**config.mk**
```make
export PLATFORM = sky130hd
export DESIGN_NAME = store_buffer
export DESIGN_NICKNAME = d
export VERILOG_FILES = /design/src/rtl/store_buffer_pkg.sv /design/src/rtl/sb_fwd_match.sv /design/src/rtl/store_buffer.sv
export SDC_FILE = /design/constraint.sdc
export NUM_CORES = 1
export LEC_CHECK = 0
export ABC_CLOCK_PERIOD_IN_PS = 18100
export CAP_MARGIN = 20
export CORE_ASPECT_RATIO = 1.25
export CORE_MARGIN = 3
export CORE_UTILIZATION = 30
export CTS_BUF_LIST = sky130_fd_sc_hd__clkbuf_2
export DETAILED_ROUTE_END_ITERATION = 16
export GPL_ROUTABILITY_DRIVEN = 0
export GPL_TIMING_DRIVEN = 0
export PLACE_DENSITY = 0.44
export RECOVER_POWER = 100
export SLEW_MARGIN = 5
export SYNTH_ARGS = -nofsm -noshare
export SYNTH_HDL_FRONTEND = slang
export SYNTH_HIERARCHICAL = 1
export SYNTH_SLANG_ARGS = --single-unit
export TNS_END_PERCENT = 30
```
**constraint.sdc**
```tcl
create_clock -name clk -period 18.1 [get_ports clk]
set_input_delay 3.62 -clock clk [delete_from_list [all_inputs] [get_ports clk]]
set_output_delay 3.62 -clock clk [all_outputs]
set_load 0.005 [all_outputs]
```
**src/rtl/store_buffer_pkg.sv**
```systemverilog
// Shared definitions for the store buffer: drain FSM encoding, entry layout
// and pointer sizing helpers.
package store_buffer_pkg;

  // Default geometry; the top module may override these via parameters.
  localparam int unsigned SB_DEPTH = 4;
  localparam int unsigned SB_AW    = 32;
  localparam int unsigned SB_DW    = 32;

  // Entry = word address (byte offset dropped) + data word.
  function automatic int unsigned sb_entry_w(input int unsigned aw, input int unsigned dw);
    return aw - 2 + dw;
  endfunction

  // Pointer width for a power-of-2 FIFO depth.
  function automatic int unsigned sb_ptr_w(input int unsigned depth);
    return $clog2(depth);
  endfunction

  localparam int unsigned SB_ENTRY_W = sb_entry_w(SB_AW, SB_DW);
  localparam int unsigned SB_PTR_W   = sb_ptr_w(SB_DEPTH);

  typedef enum logic {
    SB_IDLE  = 1'b0,
    SB_WRITE = 1'b1
  } sb_state_e;

  typedef struct packed {
    logic [SB_AW-3:0] tag;
    logic [SB_DW-1:0] data;
  } sb_entry_t;

endpackage

```
**src/rtl/sb_fwd_match.sv**
```systemverilog
// Youngest-match priority selector for store-to-load forwarding.
// Scans entries from the slot just below the tail (youngest) back towards
// the oldest and reports the first valid entry whose word address matches.
module sb_fwd_match #(
  parameter int unsigned DEPTH = 4,
  parameter int unsigned TW    = 30
) (
  input  logic [DEPTH-1:0]                 i_valid,
  input  logic [DEPTH-1:0][TW-1:0]         i_tag,
  input  logic [$clog2(DEPTH)-1:0]         i_tail,
  input  logic [TW-1:0]                    i_addr,
  output logic                             o_hit,
  output logic [$clog2(DEPTH)-1:0]         o_idx
);

  localparam int unsigned PW = $clog2(DEPTH);

  // w_ord[k] is the slot k+1 places behind the tail, i.e. youngest first.
  // Pointer arithmetic wraps modulo DEPTH because DEPTH is a power of 2.
  logic [DEPTH-1:0][PW-1:0] w_ord;

  for (genvar k = 0; k < DEPTH; k++) begin : g_ord
    assign w_ord[k] = i_tail - PW'(k + 1);
  end

  // First valid tag match in youngest-to-oldest order wins.
  always_comb begin
    o_hit = 1'b0;
    o_idx = '0;
    for (int k = 0; k < DEPTH; k++) begin
      if (!o_hit && i_valid[w_ord[k]] && (i_tag[w_ord[k]] == i_addr)) begin
        o_hit = 1'b1;
        o_idx = w_ord[k];
      end
    end
  end

endmodule

```
**src/rtl/store_buffer.sv**
```systemverilog
// Posted-write store buffer between the MEM stage and data RAM.
// Stores retire into a small circular FIFO which drains through a req/ack
// write port; loads read RAM directly and are forwarded from the youngest
// buffered store to the same word.
// Optional statistics outputs are enabled with the macro STORE_BUF_STATS_EN.
module store_buffer
  import store_buffer_pkg::*;
#(
  parameter int unsigned DEPTH = SB_DEPTH,
  parameter int unsigned AW    = SB_AW,
  parameter int unsigned DW    = SB_DW
) (
  input  logic                       clk,
  input  logic                       rst,
  input  logic                       memwriteM,
  input  logic                       memreadM,
  input  logic [AW-1:0]              aluoutM,
  input  logic [DW-1:0]              WriteDataM,
  output logic [DW-1:0]              readdata,
  output logic                       stall_req,
  output logic [AW-1:0]              ram_raddr,
  input  logic [DW-1:0]              ram_rdata,
  output logic                       ram_wreq,
  output logic [AW-1:0]              ram_waddr,
  output logic [DW-1:0]              ram_wdata,
  input  logic                       ram_wack,
`ifdef STORE_BUF_STATS_EN
  output logic [31:0]                fwd_cnt,
  output logic [31:0]                stall_cnt,
  output logic [$clog2(DEPTH):0]     hiwater,
`endif
  output logic                       empty
);

  localparam int unsigned PW = sb_ptr_w(DEPTH);
  localparam int unsigned TW = AW - 2;
  localparam int unsigned EW = sb_entry_w(AW, DW);

  // FIFO storage: each entry is {word address, data}.
  logic [DEPTH-1:0][EW-1:0] r_entry;
  logic [DEPTH-1:0]         r_valid;
  logic [PW-1:0]            r_head;
  logic [PW-1:0]            r_tail;
  logic [PW:0]              r_count;

  // Drain FSM and its registered write-port outputs.
  sb_state_e                r_state;
  logic                     r_wreq;
  logic [AW-1:0]            r_waddr;
  logic [DW-1:0]            r_wdata;

  logic                     w_pop;
  logic                     w_push;
  logic                     w_full;
  logic [PW:0]              w_cnt_nxt;
  logic [EW-1:0]            w_new_entry;
  logic [PW-1:0]            w_head_nxt;
  logic [EW-1:0]            w_next_entry;
  logic [DEPTH-1:0][TW-1:0] w_tag;
  logic                     w_hit;
  logic [PW-1:0]            w_hit_idx;
  logic                     w_fwd;

  assign w_full      = (r_count == (PW+1)'(DEPTH));
  assign w_pop       = (r_state == SB_WRITE) && ram_wack;
  // A full buffer still accepts a store in the cycle its head is popped.
  assign w_push      = memwriteM && (!w_full || w_pop);
  assign w_cnt_nxt   = r_count + (PW+1)'(w_push) - (PW+1)'(w_pop);
  assign w_new_entry = {aluoutM[AW-1:2], WriteDataM};
  assign w_head_nxt  = r_head + PW'(1);

  // With one entry left, the only possible successor is the store arriving
  // now, which has not reached the storage array yet.
  assign w_next_entry = (r_count == (PW+1)'(1)) ? w_new_entry : r_entry[w_head_nxt];

  for (genvar i = 0; i < DEPTH; i++) begin : g_tag
    assign w_tag[i] = r_entry[i][EW-1:DW];
  end

  // FIFO storage, pointers and occupancy; push after pop so a full-buffer
  // push into the slot being freed leaves it valid.
  always_ff @(posedge clk or posedge rst) begin
    if (rst) begin
      r_entry <= '0;
      r_valid <= '0;
      r_head  <= '0;
      r_tail  <= '0;
      r_count <= '0;
    end else begin
      if (w_pop) begin
        r_valid[r_head] <= 1'b0;
        r_head          <= w_head_nxt;
      end
      if (w_push) begin
        r_entry[r_tail] <= w_new_entry;
        r_valid[r_tail] <= 1'b1;
        r_tail          <= r_tail + PW'(1);
      end
      r_count <= w_cnt_nxt;
    end
  end

  // Drain FSM: presents the head entry and holds it until acknowledged.
  always_ff @(posedge clk or posedge rst) begin
    if (rst) begin
      r_state <= SB_IDLE;
      r_wreq  <= 1'b0;
      r_waddr <= '0;
      r_wdata <= '0;
    end else begin
      case (r_state)
        SB_IDLE: begin
          if (r_count != '0) begin
            r_state <= SB_WRITE;
            r_wreq  <= 1'b1;
            r_waddr <= {r_entry[r_head][EW-1:DW], 2'b00};
            r_wdata <= r_entry[r_head][DW-1:0];
          end
        end
        SB_WRITE: begin
          if (ram_wack) begin
            if (w_cnt_nxt != '0) begin
              r_waddr <= {w_next_entry[EW-1:DW], 2'b00};
              r_wdata <= w_next_entry[DW-1:0];
            end else begin
              r_state <= SB_IDLE;
              r_wreq  <= 1'b0;
            end
          end
        end
        default: begin
          r_state <= SB_IDLE;
          r_wreq  <= 1'b0;
        end
      endcase
    end
  end

  sb_fwd_match #(
    .DEPTH (DEPTH),
    .TW    (TW)
  ) u_fwd_match (
    .i_valid (r_valid),
    .i_tag   (w_tag),
    .i_tail  (r_tail),
    .i_addr  (aluoutM[AW-1:2]),
    .o_hit   (w_hit),
    .o_idx   (w_hit_idx)
  );

  // An entry popped this cycle is still valid here; its RAM write only lands
  // at the next edge, so forwarding keeps the load coherent.
  assign w_fwd     = memreadM && w_hit;
  assign readdata  = w_fwd ? r_entry[w_hit_idx][DW-1:0] : ram_rdata;
  assign ram_raddr = aluoutM;
  assign stall_req = memwriteM && w_full && !w_pop;
  assign ram_wreq  = r_wreq;
  assign ram_waddr = r_waddr;
  assign ram_wdata = r_wdata;
  assign empty     = (r_count == '0) && (r_state == SB_IDLE);

`ifdef STORE_BUF_STATS_EN
  logic [31:0] r_fwd_cnt;
  logic [31:0] r_stall_cnt;
  logic [PW:0] r_hiwater;

  // Saturating event counters and occupancy high-water mark.
  always_ff @(posedge clk or posedge rst) begin
    if (rst) begin
      r_fwd_cnt   <= '0;
      r_stall_cnt <= '0;
      r_hiwater   <= '0;
    end else begin
      if (w_fwd && (r_fwd_cnt != '1)) begin
        r_fwd_cnt <= r_fwd_cnt + 32'd1;
      end
      if (stall_req && (r_stall_cnt != '1)) begin
        r_stall_cnt <= r_stall_cnt + 32'd1;
      end
      if (r_count > r_hiwater) begin
        r_hiwater <= r_count;
      end
    end
  end

  assign fwd_cnt   = r_fwd_cnt;
  assign stall_cnt = r_stall_cnt;
  assign hiwater   = r_hiwater;
`endif

endmodule

```
# Yosys cells after proc, flatten, opt, wreduce, memory -nomap -nowiden
# Index checks and enable logic that the tools add are counted.
dict set report word_totals {
  regBits 325
  inputBits 101
  out_inout_bits 131
}
dict set report op_classes {
  n_eq_ne 10
  n_mux 57
  addsub 7
  n_reduce_logical 26
  bitwise_logic 4
  n_lt_le_gt_ge 9
}
# cell count
set ops {}
lappend ops {{$bmux 62 s2} 3}
lappend ops {{$mux 32} 8}
lappend ops {{$bwmux 248} 1}
lappend ops {{$mux 62} 4}
lappend ops {{$bmux 30 s2} 4}
lappend ops {{$pmux 32 s2} 2}
lappend ops {{$demux 62 s2} 1}
lappend ops {{$eq 30x30->1} 4}
lappend ops {{$mux 30} 4}
lappend ops {{$lt 2x3->1 const B} 7}
lappend ops {{$mux 1} 16}
lappend ops {{$logic_and 1x1->1} 15}
lappend ops {{$bmux 1 s2} 4}
lappend ops {{$mux 2} 4}
lappend ops {{$mux 4} 2}
lappend ops {{$ne 2x2->1 const B} 3}
lappend ops {{$reduce_and 3->1} 2}
lappend ops {{$reduce_bool 3->1} 2}
lappend ops {{$logic_not 1->1} 5}
lappend ops {{$add 2x1->2 const B} 2}
lappend ops {{$and 4x4->4} 1}
lappend ops {{$demux 1 s2} 2}
lappend ops {{$ge 2x1->1 const B} 2}
lappend ops {{$not 4->4} 1}
lappend ops {{other kinds (12)} 14}

# Depth between registers and ports, before layout
# Gate-level depths: netlist of run 1.
dict set report logic_depth {
  word_depth 21
  depth_mapped 17
  mapped_depth_nobuf 11
}

# By module
# The synthesis of run 1 kept the hierarchy.
# module instances cells_each area_each_um2
set modules_own_cells {}
lappend modules_own_cells {store_buffer 1 1263 18008.5}
lappend modules_own_cells {sb_fwd_match 1 565 4544.4}

# Least setup slack after synthesis of run 1
# No wires, ideal clock.
dict set report synth_path {
  kind {input to output}
  start {in aluoutM[13]}
  end {out readdata[10]}
  setup_slack_ns 7.679
  path_buffers 3
  required_ns 14.480
  t_arrival_ns 6.801
  stages 12
  path_cell_list {clkbuf_1 -> xnor2_1 -> or4_1 -> o31ai_1 -> nand3_1 -> or4_4 -> o21a_1 -> mux2i_1 -> clkbuf_1 -> buf_2 -> mux4_2 -> mux2_2}
}
dict set report synth_via {
  elab_chain_len 18
  word_cells_on_any_way 26
  cone_classes {eq/ne: 4; mux: 11; reduce/logical: 11}
}
# element line_no
set synth_rtl {}
lappend synth_rtl {{start: declaration} store_buffer.sv:17} ;# input logic [AW-1:0] aluoutM,
lappend synth_rtl {{$eq 30x30->1} sb_fwd_match.sv:31} ;# if (!o_hit && i_valid[w_ord[k]] && (i_tag[w_ord[k]] == i_addr)) begin
lappend synth_rtl {{$logic_and 1x1->1} sb_fwd_match.sv:31}
lappend synth_rtl {{$mux 1} sb_fwd_match.sv:31}
lappend synth_rtl {{$logic_not 1->1} sb_fwd_match.sv:31}
lappend synth_rtl {{$logic_and 1x1->1 (2 in a row)} sb_fwd_match.sv:31}
lappend synth_rtl {{$mux 1} sb_fwd_match.sv:31}
lappend synth_rtl {{$logic_not 1->1} sb_fwd_match.sv:31}
lappend synth_rtl {{$logic_and 1x1->1 (2 in a row)} sb_fwd_match.sv:31}
lappend synth_rtl {{$mux 1} sb_fwd_match.sv:31}
lappend synth_rtl {{$logic_not 1->1} sb_fwd_match.sv:31}
lappend synth_rtl {{$logic_and 1x1->1 (2 in a row)} sb_fwd_match.sv:31}
lappend synth_rtl {{$mux 2 *} sb_fwd_match.sv:31}
lappend synth_rtl {{net w_hit_idx[0]} store_buffer.sv:61} ;# logic [PW-1:0] w_hit_idx;
lappend synth_rtl {{$bmux 62 s2 *} store_buffer.sv:154} ;# assign readdata = w_fwd ? r_entry[w_hit_idx][DW-1:0] : ram_rdata;
lappend synth_rtl {{$mux 32 (implied by the code) *} store_buffer.sv:154}
lappend synth_rtl {{$mux 32 *} store_buffer.sv:154}
lappend synth_rtl {{end: declaration} store_buffer.sv:19} ;# output logic [DW-1:0] readdata,
# The timed path passes the listed nets; every way through them passes the cells marked *. The select of a mux whose other input is x is not followed.

# Worst setup path after layout of run 1
dict set report layout_path {
  start {in aluoutM[23]}
  end {out readdata[7]}
}
# Same word-level chain as after synthesis.

==> results.cfg, run 1 <==
[setup_path]
arrival_ps = 10210
r2r-start = r_count[1]$_DFF_PP0_
critPathKind = in -> out
crit_path_max_fanout = 10
worstSetupStartpointType = primary input
startpoint = aluoutM[23]
r2r_slack_ps = 12840
cp-end-kind = output pin
required_ps = 14480

[power]
p_int_w = 0.00301
power_frac_clock = 0.108
power.leakage_nw = 10.7
power_density_nw_per_um2 = 205
p_switching_w = 0.00244
switching_share = 0.448
ir_drop_mv = 0.0610
pwr-share-seq = 0.277
p_comb_frac = 0.615

[routing]
drt-vias-per-instance = 5.54
drc = 0
firstDrtPassIters = 6
route.vias.total = 17700
ant_nets = 0
drt_wl_total_mm = 86.3
drt_iter0_drc = 1403
drt-wirelength-per-cell_um = 27.1

[cts]
numCtsBuffers = 95
holdBufCountCts = 0
clkTransAtPathRegs_ps = 100
cts_sinks = 323
cts_root_buf = clkbuf_2
clock_latency_ps = 1170
cts_setup_buffers = 0
h-tree-depth = 3
cts_tree = built
postCtsResizedCells = 0
max-clock-path-buffers = 3

[floorplanning]
fp.dieH_um = 313
start_util = 0.305
num_rows = 111
die-area_um2 = 78500
core_area_um2 = 73900
die-width_um = 251
io_pins = 232

[place]
io_buffers = 227
hpwl_mm = 62.5

[yosys]
synth_cell_type_count = 76
netlist_instances = 1828
synth_seq_area_share = 0.358
synth_area_um2 = 22600
synth_area_per_cell_um2 = 12.3
ys_ff_latch = 323
async_reset_ff_frac = 1.00
synth_ff_type = dfrtp_1
synth_warnings = 6
synth_edf_count = 0

[timing]
rsz0062_at_grt = false
finalHoldViolCount = 0
worst_pin_slew_ps = 6000
setup_viol = 0
slew_viol_final = 330
setup_tns_ps = 0
skew_ps = 127
relSlewSlack = -3.00
holdWs_ps = 488
finalCritPeriodShare = 0.764
period_minus_slack_ps = 13830
max_freq_mhz = 72.3

[min_path]
hold_class = reg -> reg
hp-start = ram_wreq$_DFFE_PP0P_

[global_routing]
grt_use_total = 0.220
gr-usage-met1 = 0.264
grt_pass1_vias = 18600
busiest_layer = met2
grt_overflow = 0
grt_util_met3 = 0.0485
grt_max_degree = 106
gr-usage-met2 = 0.376
antenna_found_initial = 5
grt_pass1_wl_mm = 128

[status]
violations = max-capacitance violations, max-slew violations
status = finished, violations left

[finish]
mostFrequentLayoutCells = dfrtp_1 (323), mux2_2 (308), nand2_1 (177), mux4_2 (169), clkbuf_2 (142)
area_growth_pct = 17.7
drive_gt1_frac = 0.324
fin_nets = 2269
fill_cells = 7467
mostFrequentLayoutCell = dfrtp_1

[run]
maxCapViolations = 4
## final timing paths
check                                       endpoint  cells after the start
max                                      readdata[7]                     13
min                             ram_wreq$_DFFE_PP0P_                      1
max reg2reg                ram_wdata[25]$_DFFE_PP0P_                     14
min reg2reg                     ram_wreq$_DFFE_PP0P_                      1
max in group asynchronous    r_entry[56]$_DFFE_PP0P_                      3
min in group asynchronous   r_entry[146]$_DFFE_PP0P_                      2
## flip-flops by register name (all words and copies together), names as in the netlist
signal	count
r_entry	248
ram_wdata	32
ram_waddr	30
r_valid	4
r_count	3
r_head	2
r_tail	2
r_state	1
ram_wreq	1
## routing by layer
layer  share of wire  vias to the layer above
met2            0.50                      741
met5         0.00015                        -
li1                -                     7589
met1            0.39                     9110
met4           0.046                        2
met3           0.061                      218
## cell type report
type / instances / area (µm²) / share of cell area
clock buffer: 142 / 711 / 0.0268
clock inverter: 24 / 169 / 0.00636
buffer: 187 / 982 / 0.0370
inverter: 20 / 76.3 / 0.00288
sequential: 323 / 8080 / 0.304
tap: 960 / 1200 / 0.0452
timing repair buffer: 231 / 2290 / 0.0863
antenna: 4 / 10.0 / 0.000377
multi-input combinational: 1299 / 13000 / 0.491
## metrics by stage
stage	total power [W]	area (µm²)	cells	setup slack [ps]	util
6_report	0.00545	26500	3190	4270	0.359
3_5_place_dp	0.00506	26100	3020	5290	0.354
2_1_floorplan	0.00389	22600	1829	5540	-
5_1_grt	0.00579	26500	3189	3970	0.359
4_1_cts	0.00569	27000	3186	5220	0.366
3_3_place_gp	0.00502	26000	3016	541	0.352
## critical path: stages
cell,delay [ps]
dlygate4sd3_1,760
clkbuf_1,520
o21ai_0,190
o41ai_1,690
nand4_1,290
nor4_1,930
o21ai_0,210
mux2i_1,180
clkbuf_1,490
clkbuf_1,790
mux4_2,660
mux2_2,280
dlygate4sd3_1,580
## synth_stat cells, drive strengths merged (2+ instances only)
master | n | area [µm²]
a221oi | 7 | 61.3
a2bb2oi | 5 | 43.8
o211ai | 10 | 75.1
nor4 | 13 | 96.3
or4 | 3 | 26.3
a211oi | 6 | 45.0
xor2 | 42 | 368
and3 | 3 | 18.8
o22ai | 10 | 62.6
mux2i | 138 | 1390
buf | 118 | 861
mux4 | 170 | 3830
inv | 19 | 71.3
mux2 | 368 | 4370
clkbuf | 69 | 269
or3b | 2 | 17.5
o21ai | 28 | 140
a31oi | 65 | 413
nand4 | 15 | 93.8
a22o | 3 | 26.3
a221o | 2 | 20.0
a2111o | 2 | 22.5
o2bb2ai | 4 | 35.0
nor4b | 2 | 32.5
ha | 10 | 125
a2111oi | 2 | 17.5
a21oi | 15 | 75.1
or4b | 2 | 20.0
o31ai | 2 | 15.0
o21a | 2 | 15.0
nor2 | 95 | 357
nand2b | 2 | 12.5
a21o | 2 | 15.0
a22oi | 3 | 22.5
dfrtp | 323 | 8080
a32o | 2 | 20.0
nand3 | 9 | 45.0
nand2 | 177 | 664
nor2b | 4 | 25.0
a222oi | 3 | 30.0
nor3 | 8 | 40.0
o221ai | 4 | 35.0
xnor2 | 40 | 350
## logic make-up (layout without fill, tap and decap cells)
kind of cell | after synthesis | in the layout | share of synthesized area
DFF | 323 | 323 | 0.358
xor gates and xnor gates | 83 | 83 | 0.0329
and+or+nand+nor | 342 | 342 | 0.0669
AOI/OAI and AO/OA | 185 | 185 | 0.0564
other | 1 | 6 | 0.000166
muxes | 676 | 676 | 0.425
adders and majority gates | 11 | 11 | 0.00644
buffers and inverters | 207 | 604 | 0.0534
## power groups by stage
stage                     combinational, W  clock [W]  sequential, W
final                              0.00335   0.000588        0.00151
after global routing               0.00356   0.000663        0.00157
after CTS                          0.00356   0.000624        0.00151
after detailed placement           0.00354          0        0.00152
after global placement             0.00352          0        0.00149
after floorplan                    0.00252          0        0.00137
Power figures use the tool's default switching activity.
==> run 2, diff against run 1 <==
--- a/config.mk
+++ b/config.mk
@@ -5,7 +5,7 @@
 export SDC_FILE = /design/constraint.sdc
 export NUM_CORES = 1
 export LEC_CHECK = 0
-export ABC_CLOCK_PERIOD_IN_PS = 18100
+export ABC_CLOCK_PERIOD_IN_PS = 11700
 export CAP_MARGIN = 20
 export CORE_ASPECT_RATIO = 1.25
 export CORE_MARGIN = 3
@@ -14,7 +14,7 @@
 export DETAILED_ROUTE_END_ITERATION = 16
 export GPL_ROUTABILITY_DRIVEN = 0
 export GPL_TIMING_DRIVEN = 0
-export PLACE_DENSITY = 0.44
+export PLACE_DENSITY = 0.45
 export RECOVER_POWER = 100
 export SLEW_MARGIN = 5
 export SYNTH_ARGS = -nofsm -noshare
==> constraint.sdc (replaced) <==
create_clock -name clk -period 11.7 [get_ports clk]
set_input_delay 2.34 -clock clk [delete_from_list [all_inputs] [get_ports clk]]
set_output_delay 2.34 -clock clk [all_outputs]
set_load 0.005 [all_outputs]
==> results.cfg, run 2 (synthesis gave the netlist of run 1 again) <==
[finish]
multi_input_area_um2 = 13000
ff_latch_area_um2 = 8080
mostFrequentLayoutCells = dfrtp_1 (323), mux2_2 (307), nand2_1 (177), mux4_2 (169), mux2i_1 (137)
largest_register_ffs = 248
fin_nets = 2267
drive_gt1_frac = 0.323
largest-register = r_entry
area_growth_pct = 17.4
fill_cells = 7499
mostFrequentLayoutCell = dfrtp_1

[min_path]
hold_class = reg -> reg

[routing]
route.vias.total = 17600
firstDrtPassIters = 6
drt_iter0_drc = 1383
drt-wirelength-per-cell_um = 27.1
drc = 0
drt-vias-per-instance = 5.54
drt_wl_total_mm = 86.2
ant_nets = 0

[timing]
finalHoldViolCount = 0
relSlewSlack = -3.21
period_minus_slack_ps = 10640
holdWs_ps = 490
rsz0062_at_grt = false
slew_viol_final = 257
setup_viol = 0
max_freq_mhz = 94.0
skew_ps = 115
finalCritPeriodShare = 0.909
setup_tns_ps = 0
worst_pin_slew_ps = 6310

[power]
ir_drop_mv = 0.106
power_density_nw_per_um2 = 316
power.leakage_nw = 10.7

[setup_path]
required_ps = 9360
crit_path_max_fanout = 10
cp-end-kind = output pin
critPathKind = in -> out
worstSetupStartpointType = primary input
arrival_ps = 8300

[floorplanning]
die-area_um2 = 78500
die-width_um = 251
core_area_um2 = 73900
start_util = 0.305
num_rows = 111
io_pins = 232
fp.dieH_um = 313

[cts]
cts_sinks = 323
clock_latency_ps = 1110
max-clock-path-buffers = 3
holdBufCountCts = 0
numCtsBuffers = 93
cts_root_buf = clkbuf_2
clkTransAtPathRegs_ps = 100
cts_tree = built
cts_setup_buffers = 0
postCtsResizedCells = 0
h-tree-depth = 3

[global_routing]
grt_overflow = 0
grt_use_total = 0.218
grt_max_degree = 114
grt_pass1_wl_mm = 127
antenna_found_initial = 5
grt_pass1_vias = 18400

[run]
maxCapViolations = 3

[place]
hpwl_mm = 62.7
io_buffers = 227

[status]
status = finished, violations left
violations = max-capacitance violations, max-slew violations
run 2: routing by layer:
| metal | vias up | routed length (µm) | GRT usage |
|---|---|---|---|
| met5 | - | 34 | 0 |
| met4 | 4 | 3440 | 0.0861 |
| met3 | 209 | 4910 | 0.0427 |
| met2 | 679 | 43700 | 0.383 |
| met1 | 9148 | 34100 | 0.263 |
| li1 | 7581 | - | - |
run 2: path summary, 6_finish.rpt:
path / to / slack, ps / depth (start not counted) / from
min in group asynchronous: r_entry[152]$_DFFE_PP0P_ / 2240 / 2 / rst
max in group asynchronous: ram_waddr[28]$_DFFE_PP0P_ / 2490 / 3 / rst
setup reg to reg: ram_wdata[20]$_DFFE_PP0P_ / 6250 / 14 / r_count[1]$_DFF_PP0_
setup / recovery: readdata[15] / 1060 / 14 / aluoutM[11]
hold / removal: ram_wreq$_DFFE_PP0P_ / 490 / 1 / ram_wreq$_DFFE_PP0P_
hold reg to reg: ram_wreq$_DFFE_PP0P_ / 490 / 1 / ram_wreq$_DFFE_PP0P_
run 2: final cells by class:
class | instances | area share
clock buffers | 133 | 0.0251
flip-flops and latches | 323 | 0.305
inverters | 20 | 0.00288
multi-input cells | 1299 | 0.492
diodes | 5 | 0.000473
clock inverters | 20 | 0.00406
well taps | 960 | 0.0454
repair buffers | 231 | 0.0874
plain buffers | 187 | 0.0371
run 2: critical path: stages:
cell	delay, ps
dlygate4sd3_1	700
clkbuf_1	420
xnor2_1	210
nand4_1	260
nor4_1	590
o21ai_0	200
or4_1	660
o21a_1	210
mux2i_1	110
clkbuf_1	450
clkbuf_1	770
mux4_2	640
mux2_2	280
clkdlybuf4s50_1	440
run 2: metrics by stage:
step / utilization / worst slack [ps] / power (W) / instances / area, µm²
floorplan: - / 419 / 0.00602 / 1829 / 22600
detailed placement: 0.354 / 1500 / 0.00784 / 3020 / 26100
CTS: 0.364 / 1500 / 0.00873 / 3173 / 26900
global route: 0.358 / 734 / 0.00887 / 3176 / 26500
finish: 0.358 / 1060 / 0.00836 / 3178 / 26500
global placement: 0.352 / -4590 / 0.00776 / 3016 / 26000
run 2: power by group:
part           total, W  switching (W)  internal [W]
Clock          0.000838       0.000531      0.000308
Combinational   0.00519        0.00261       0.00258
Sequential      0.00234       0.000632       0.00170
